===== src/rtl/hex_scan_driver_pkg.sv =====
// Shared constants for the hex scan driver and its prescaler.
//   DIGIT_W        : width of one hex digit (decoder data input width)
//   DEF_CLK_DIV    : default clk cycles per digit slot (1 kHz slots at 50 MHz)
//   DEF_NUM_DIGITS : default number of scanned digits
//   MAX_DIGITS     : widest anode bus the OFF pattern below covers
//   AN_OFF_MAX     : all anodes off (common-anode, active-low lines all high)
package hex_scan_driver_pkg;

  localparam int DIGIT_W        = 4;
  localparam int DEF_CLK_DIV    = 50000;
  localparam int DEF_NUM_DIGITS = 4;
  localparam int MAX_DIGITS     = 16;

  localparam logic [MAX_DIGITS-1:0] AN_OFF_MAX = {MAX_DIGITS{1'b1}};

endpackage


===== src/rtl/hex_scan_driver_scan_tick_gen.sv =====
// Refresh prescaler: counts 0..CLK_DIV-1 and flags the last count, which is the
// cycle whose rising edge advances the digit scan. The counter wraps on that edge,
// so the first tick edge is the CLK_DIV-th rising edge after reset release.
//   clk    : system clock
//   rst_n  : asynchronous active-low reset
//   o_tick : high during the last cycle of each digit slot
module scan_tick_gen
  import hex_scan_driver_pkg::*;
#(
  parameter int CLK_DIV = DEF_CLK_DIV
) (
  input  logic clk,
  input  logic rst_n,
  output logic o_tick
);

  localparam int               CNT_W   = $clog2(CLK_DIV);
  localparam logic [CNT_W-1:0] CNT_MAX = CNT_W'(CLK_DIV - 1);

  logic [CNT_W-1:0] r_cnt;
  logic             w_tick;

  assign w_tick = (r_cnt == CNT_MAX);
  assign o_tick = w_tick;

  // Slot prescaler, wraps to zero on the tick edge
  always_ff @(posedge clk or negedge rst_n) begin
    if (!rst_n) begin
      r_cnt <= {CNT_W{1'b0}};
    end else if (w_tick) begin
      r_cnt <= {CNT_W{1'b0}};
    end else begin
      r_cnt <= r_cnt + CNT_W'(1);
    end
  end

endmodule


===== src/rtl/hex_scan_driver.sv =====
// Time-multiplexes a hex value onto NUM_DIGITS common-anode digits through one
// shared seven-segment decoder. A value is captured on load into a pending
// register and only moves to the displayed register at a frame boundary (tick
// on the last digit), so a frame never mixes two values.
//   clk        : system clock
//   rst_n      : asynchronous active-low reset
//   value      : hex value, nibble i drives digit i (0 = rightmost)
//   load       : 1-cycle strobe capturing value as pending
//   blank_lz   : 1 = blank leading zero digits (digit 0 always shown)
//   digit      : nibble for the current slot (decoder data input)
//   digit_en   : 1 = decoder shows digit, 0 = decoder blanks
//   an         : active-low anode selects, one low per slot once scanning
//   frame_done : 1-cycle pulse after a pending value is committed
module hex_scan_driver
  import hex_scan_driver_pkg::*;
#(
  parameter int CLK_DIV    = DEF_CLK_DIV,
  parameter int NUM_DIGITS = DEF_NUM_DIGITS
) (
  input  logic                          clk,
  input  logic                          rst_n,
  input  logic [DIGIT_W*NUM_DIGITS-1:0] value,
  input  logic                          load,
  input  logic                          blank_lz,
  output logic [DIGIT_W-1:0]            digit,
  output logic                          digit_en,
  output logic [NUM_DIGITS-1:0]         an,
  output logic                          frame_done
);

  localparam int                    VAL_W    = DIGIT_W * NUM_DIGITS;
  localparam int                    IDX_W    = (NUM_DIGITS > 1) ? $clog2(NUM_DIGITS) : 1;
  localparam logic [IDX_W-1:0]      IDX_LAST = IDX_W'(NUM_DIGITS - 1);
  localparam logic [NUM_DIGITS-1:0] AN_OFF   = AN_OFF_MAX[NUM_DIGITS-1:0];

  logic                  w_tick;
  logic [IDX_W-1:0]      r_idx;
  logic [VAL_W-1:0]      r_pend;
  logic                  r_pend_valid;
  logic [VAL_W-1:0]      r_disp;
  logic [NUM_DIGITS-1:0] r_an;
  logic [DIGIT_W-1:0]    r_digit;
  logic                  r_digit_en;
  logic                  r_frame_done;

  logic [DIGIT_W-1:0]    w_nibs [NUM_DIGITS];
  logic [NUM_DIGITS-1:0] w_hi_zero;
  logic [NUM_DIGITS-1:0] w_an_sel;
  logic [DIGIT_W-1:0]    w_nib;
  logic                  w_blank;
  logic                  w_commit;

  scan_tick_gen #(
    .CLK_DIV (CLK_DIV)
  ) u_tick (
    .clk    (clk),
    .rst_n  (rst_n),
    .o_tick (w_tick)
  );

  // Per-digit nibble, anode pattern and "this digit and everything above it is
  // zero" flag; digit 0 never counts as a leading zero.
  for (genvar gi = 0; gi < NUM_DIGITS; gi++) begin : g_digit
    assign w_nibs[gi]   = r_disp[DIGIT_W*gi +: DIGIT_W];
    assign w_an_sel[gi] = (r_idx != IDX_W'(gi));
    if (gi == 0) begin : g_lsd
      assign w_hi_zero[gi] = 1'b0;
    end else begin : g_upper
      assign w_hi_zero[gi] = (r_disp[VAL_W-1:DIGIT_W*gi] == {(VAL_W-DIGIT_W*gi){1'b0}});
    end
  end

  assign w_nib    = w_nibs[r_idx];
  assign w_blank  = blank_lz & w_hi_zero[r_idx];
  // A load landing on the commit edge is bypassed straight into the display.
  assign w_commit = w_tick && (r_idx == IDX_LAST) && (r_pend_valid || load);

  // Digit scan counter and registered decoder/anode outputs, updated per slot
  always_ff @(posedge clk or negedge rst_n) begin
    if (!rst_n) begin
      r_idx      <= {IDX_W{1'b0}};
      r_an       <= AN_OFF;
      r_digit    <= {DIGIT_W{1'b0}};
      r_digit_en <= 1'b0;
    end else if (w_tick) begin
      r_an       <= w_an_sel;
      r_digit    <= w_nib;
      r_digit_en <= ~w_blank;
      r_idx      <= (r_idx == IDX_LAST) ? {IDX_W{1'b0}} : r_idx + IDX_W'(1);
    end
  end

  // Pending capture, frame-boundary commit and the commit strobe
  always_ff @(posedge clk or negedge rst_n) begin
    if (!rst_n) begin
      r_pend       <= {VAL_W{1'b0}};
      r_pend_valid <= 1'b0;
      r_disp       <= {VAL_W{1'b0}};
      r_frame_done <= 1'b0;
    end else begin
      r_frame_done <= 1'b0;
      if (load) begin
        r_pend <= value;
      end
      if (w_commit) begin
        r_disp       <= load ? value : r_pend;
        r_pend_valid <= 1'b0;
        r_frame_done <= 1'b1;
      end else if (load) begin
        r_pend_valid <= 1'b1;
      end
    end
  end

  assign an         = r_an;
  assign digit      = r_digit;
  assign digit_en   = r_digit_en;
  assign frame_done = r_frame_done;

endmodule


===== config.mk =====
export PLATFORM = sky130hd
export DESIGN_NAME = hex_scan_driver
export DESIGN_NICKNAME = d
export VERILOG_FILES = /design/src/rtl/hex_scan_driver_pkg.sv /design/src/rtl/hex_scan_driver_scan_tick_gen.sv /design/src/rtl/hex_scan_driver.sv
export SDC_FILE = /design/constraint.sdc
export NUM_CORES = 1
export LEC_CHECK = 0
export ABC_CLOCK_PERIOD_IN_PS = 3500
export CORE_MARGIN = 8
export CORE_UTILIZATION = 60
export DETAILED_ROUTE_END_ITERATION = 8
export HOLD_SLACK_MARGIN = 0.12
export MAX_ROUTING_LAYER = met4
export PLACE_DENSITY_LB_ADDON = 0.3
export SYNTH_ARGS = -nofsm -noshare
export SYNTH_HDL_FRONTEND = slang
export SYNTH_SLANG_ARGS = --single-unit

===== constraint.sdc =====
create_clock -name clk -period 3.5 [get_ports clk]
set_input_delay 0.35 -clock clk [delete_from_list [all_inputs] [get_ports clk]]
set_output_delay 0.35 -clock clk [all_outputs]
set_load 0.1 [all_outputs]

## After elaboration in Yosys (flattened, before gate mapping)

Cells that the tools add are included.

| storage, ports and cells | value |
|---|---|
| bits in registers | 61 |
| input port bits | 20 |
| word-level logic and storage cells | 40 |

| operators by class | value |
|---|---|
| $add $sub $neg | 2 |
| $lt $le $gt $ge | 2 |
| equality and inequality tests | 5 |
| muxes and demuxes | 11 |
| bitwise logic cells | 3 |
| reductions and logical operators | 8 |

Operator list:

| kind | number |
|---|---|
| 16-bit two-way mux | 2 |
| 16-bit by 1-bit adder with 16-bit output (second input constant) | 1 |
| 16-bit == test (second input constant) | 1 |
| 12-bit logical NOT | 1 |
| 4-bit binary-select mux with 2-bit select | 1 |
| 8-bit logical NOT | 1 |
| 4-bit two-way mux | 2 |
| 4-bit logical NOT | 1 |
| 1-bit two-way mux | 4 |
| 2-bit inequality test (second input constant) | 2 |
| 2-bit nonzero test | 2 |
| 3-bit greater-or-equal comparator (second input constant) | 1 |
| 2-bit by 3-bit less-than comparator with 1-bit output (second input constant) | 1 |
| 2-bit inverter with 3-bit output | 1 |
| 2-bit by 1-bit adder with 2-bit output (second input constant) | 1 |
| 1-bit binary-select mux with 2-bit select | 1 |
| 2-bit == test (second input constant) | 1 |
| 1-bit logical AND | 2 |
| 2-bit two-way mux | 1 |
| 2-bit by 1-bit inequality test with 1-bit output (second input constant) | 1 |
| 1-bit bitwise AND | 1 |
| 1-bit logical OR | 1 |
| 1-bit inverter | 1 |

## Logic depth before layout (Yosys ltp)

| logic depth | value |
|---|---|
| depth after elaboration | 5 |
| gate-level depth with buffers | 8 |

## Hierarchy

Synthesis repeated with hierarchy kept, for this count alone.

| second synthesis, totals | value |
|---|---|
| cells, all modules | 189 |
| area, all modules | 2710.1 um^2 |

Modules (own cells, without submodules):

| module | instances | cells an instance | area an instance (um^2) | seq. area each (um^2) |
|---|---|---|---|---|
| hex_scan_driver | 1 | 122 | 1948.1 | 1131.1 |
| scan_tick_gen | 1 | 67 | 762.0 | 400.4 |

## Least setup slack after synthesis

No wires, ideal clock.

| timing | value |
|---|---|
| kind | register to register |
| from | register u_tick.r_cnt[0] |
| to | register r_disp[10] |
| arrival time | 1.792 ns |
| data required time | 3.375 ns |
| path slack | 1.582 ns |
| stages on the path, launching flop included | 9 |
| path buffers | 3 |
| path through | dfrtp_1 > ha_1 > and3_1 > buf_2 > nand4_2 > or2_1 > buf_6 > buf_8 > mux2_4 |

| between the ends | value |
|---|---|
| longest elaborated chain between the ends | 3 |

RTL lines:

| what | RTL line | text |
|---|---|---|
| start, declared | hex_scan_driver_scan_tick_gen.sv:20 | `logic [CNT_W-1:0] r_cnt;` |
| start signal, assigned | hex_scan_driver_scan_tick_gen.sv:29 | `r_cnt <= {CNT_W{1'b0}};` |
| start signal, assigned | hex_scan_driver_scan_tick_gen.sv:31 | `r_cnt <= {CNT_W{1'b0}};` |
| start signal, assigned | hex_scan_driver_scan_tick_gen.sv:33 | `r_cnt <= r_cnt + CNT_W'(1);` |
| 16-bit == test | hex_scan_driver_scan_tick_gen.sv:23 | `assign w_tick = (r_cnt == CNT_MAX);` |
| 1-bit logical AND (2 in a row) | hex_scan_driver.sv:76 | `assign w_commit = w_tick && (r_idx == IDX_LAST) && (r_pend_valid \|\| load);` |
| end signal, assigned | hex_scan_driver.sv:98 | `r_disp <= {VAL_W{1'b0}};` |
| end signal, assigned | hex_scan_driver.sv:106 | `r_disp <= load ? value : r_pend;` |
| end, declared | hex_scan_driver.sv:40 | `logic [VAL_W-1:0] r_disp;` |

Every way passes these cells.
A chain may end at the register's enable or synchronous reset.

## Worst setup path after layout

| timing | value |
|---|---|
| from | register u_tick.r_cnt[0] |
| to | register r_disp[4] |

Same word-level chain as after synthesis.

==> metrics.md <==
| Metric | Value |
|---|---|
| Ys async rst share | 1.00 |
| Share of cells above drive strength 1 | 0.241 |
| Fin Setup TNS | 0 ns |
| Yosys top cell by area | dfrtp_1 |
| Latest clock arrival within the worst-skew pair | 0.35 ns |
| Count leader, synth | dfrtp_1 |
| GRT Total Usage | 0.169 |
| Post-synth EDFFs | 0 |
| Clock Skews | around 0.0095 ns |
| Ant. Diodes | 0 |
| Post-synth cell types | 36 |
| First-pass GRT wire length | 9.12 mm |
| Top FF cell, synth | dfrtp_1 |
| Dpl hpwl | 3.62 mm |
| Max Freq | ~400 MHz |
| Lkg Pwr | 0.00144 uW |
| Synth area leaders | dfrtp_1 (53%), mux2_2 (8.8%), mux2_4 (5.6%) |
| Via count | around 1600 |
| Mapped Nets | 233 |
| Netlist Area Pre-Place | roughly 0.0027 mm2 |
| Die ar. | 0.00689 mm2 |
| Row count | 24 |
| Grt ovf | 0 |
| CP Data Required Time | approximately 3.7 ns |
| Syn Inst Count | 208 |
| Mapped Avg Cell Area | 13.0 um2 |
| CP Capture Type | register |
| Cts repair resizes | 0 |
| Largest net degree at the start of global routing | 44 |
| Worst slew margin | 0.344 |
| Crit path kind | reg2reg |
| Area Overhead vs Synth | 18.5% |
| Peak supply drop | 0.000341 V |
| WP data arrival | 2.73 ns |
| Power per cell area | 441 mW/mm2 |
| CTS tree | done |
| Initial antenna violation count | 0 |
| Worst Tran Pin Value | 0.980 ns |
| Clock-pin slew on the worst setup and hold paths | 0.07 ns |
| Core ar. | 0.00435 mm2 |
| PortBufs | 29 |
| Final setup margin | 1.01 ns |
| Setup crit start kind | register |
| Yosys Warn Count | 0 |
| Final setup viols | 0 |
| CTS buffer count | 9 |
| Worst Hold Class | in2async |
| Layout net count | 265 |
| Vias in the first global route | 1846 |
| Io pins | 30 |
| H-tree depth | 3 |
| Max-cap check violation count | 0 |
| Wire per inst | 17.5 um |
| Synth top cells by count | dfrtp_1 (57), mux2_2 (21), nand2_1 (20), nor2_1 (15), mux2_4 (10) |
| Placement Setup Slack | between 1 and 1.5 ns |
| Antenna Nets Post-Route | 0 |
| Gp weighted congestion | 0.803 |
| # hold bufs at CTS | 0 |
| Residual DRC count | 0 |
| CP Max Fanout | 17 |
| Final Hold Fails | 0 |
| Critical Path Start | u_tick.r_cnt[0] |
| Setup Buffers After CTS | 0 |
| Synthesized flop and latch total | 61 |
| Sequential-to-total area share from yosys stat | 0.568 |
| Tightest hold margin | 0.144 ns |
| Status | finished clean |
| Die width | 83.0 um |
| CTS Root Cell | clkbuf_8 |
| Iter 0 DRT Violations | 97 |
| Post-synth top area share | 0.529 |
| Wirelength, routed | 5.18 mm |
| Unrepaired setup endpoints after global routing | false |
| # clock sinks | 61 |
| Die Y-Extent | 83.0 um |
| Fin. max-slew vios | 0 |
| Avg Vias per Cell | 5.52 |
| CTS max path bufs | 2 |
| Initial Util | 0.619 |
| Final Cycle Share | 0.713 |
| Drt pass-1 iters | 4 |
| Crit Reg-Reg Startpoint | u_tick.r_cnt[0] |
| Post-layout min period | 2.49 ns |
==> metal layers <==
| layer | share of wire | up-vias | track usage |
|---|---|---|---|
| li1 | - | 791 | - |
| met1 | 0.48 | 795 | 0.206 |
| met2 | 0.46 | 41 | 0.247 |
| met3 | 0.043 | 13 | 0.0537 |
| met4 | 0.023 | 0 | 0.0879 |
| met5 | 0 | - | - |
==> area by class of cell <==
type	instances	area, um2
flip-flops and latches	61	1530
fillers	296	1160
multi-input cells	132	1090
repair buffers	31	300
clock buffers	12	145
well taps	52	65.1
clock inverters	4	47.5
inverters	5	18.8
==> registers in the layout, summed over array words and instances, names as in the netlist <==
register      count
r_pend_valid      1
u_tick.r_cnt     16
digit             4
digit_en          1
r_pend           16
an                4
r_idx             2
frame_done        1
r_disp           16
==> logic make-up (layout without fill, tap and decap cells) <==
group                      count (synthesis)  count (layout)  share of synthesized area
adders and majority gates                  5               5                     0.0232
xor gates and xnor gates                  12              12                     0.0390
AOI/OAI and AO/OA                         12              12                     0.0237
DFF                                       61              61                      0.568
muxes                                     37              37                      0.185
buffers and inverters                     15              52                     0.0288
and+or+nand+nor                           66              66                      0.132
==> report_power, final <==
group	total, uW	internal (uW)	switching (uW)	leakage, uW
registers	728	723	4.32	0.000776
logic	66.5	36.5	29.9	0.000564
clock network	615	346	269	0.0000964
==> critical path, cell delays in order (launching register included) <==
cell and delay (ns):
dfrtp_1 0.39, ha_1 0.21, and3_1 0.29, nand4_2 0.35, or2_1 0.69, mux2_1 0.45
==> metrics by stage <==
| step | power (uW) | util | area, um2 | cells |
|---|---|---|---|---|
| floorplan | 766 | - | 2700 | 208 |
| global placement | 807 | 0.690 | 3000 | 281 |
| detailed placement | 809 | 0.690 | 3000 | 281 |
| CTS | 1420 | 0.734 | 3200 | 297 |
| global route | 1460 | 0.734 | 3200 | 297 |
| finish | 1410 | 0.734 | 3200 | 297 |
==> cells in the final DEF, fill, tap and decap left out, drive strengths merged <==
cell type      count
clkbuf            12
or3                1
buf                3
and4bb             2
nor2              15
nor3               2
ha                 5
xnor2              7
clkinv             2
and2               1
o21ai              9
a211oi             1
and3               1
nor4b              2
nor2b              1
mux4               4
clkinvlp           1
nand2             20
dfrtp             57
bufinv             1
dfstp              4
inv                5
a31oi              1
xor2               5
clkdlybuf4s50     28
or2                1
nand3              6
mux2              33
nand4              7
a21oi              1
and4               1
nor4               6
==> path summary, 6_finish.rpt <==
| check | to | slack [ns] | depth (start not counted) |
|---|---|---|---|
| max | r_disp[4] | 1.01 | 5 |
| min | u_tick.r_cnt[11] | 0.14 | 1 |
| max reg2reg | r_disp[4] | 1.01 | 5 |
| min reg2reg | digit[0] | 0.48 | 2 |
| max in group asynchronous | r_pend[15] | 2.56 | 2 |
| min in group clk | digit[0] | 0.48 | 2 |
Power figures use the tool's default switching activity.
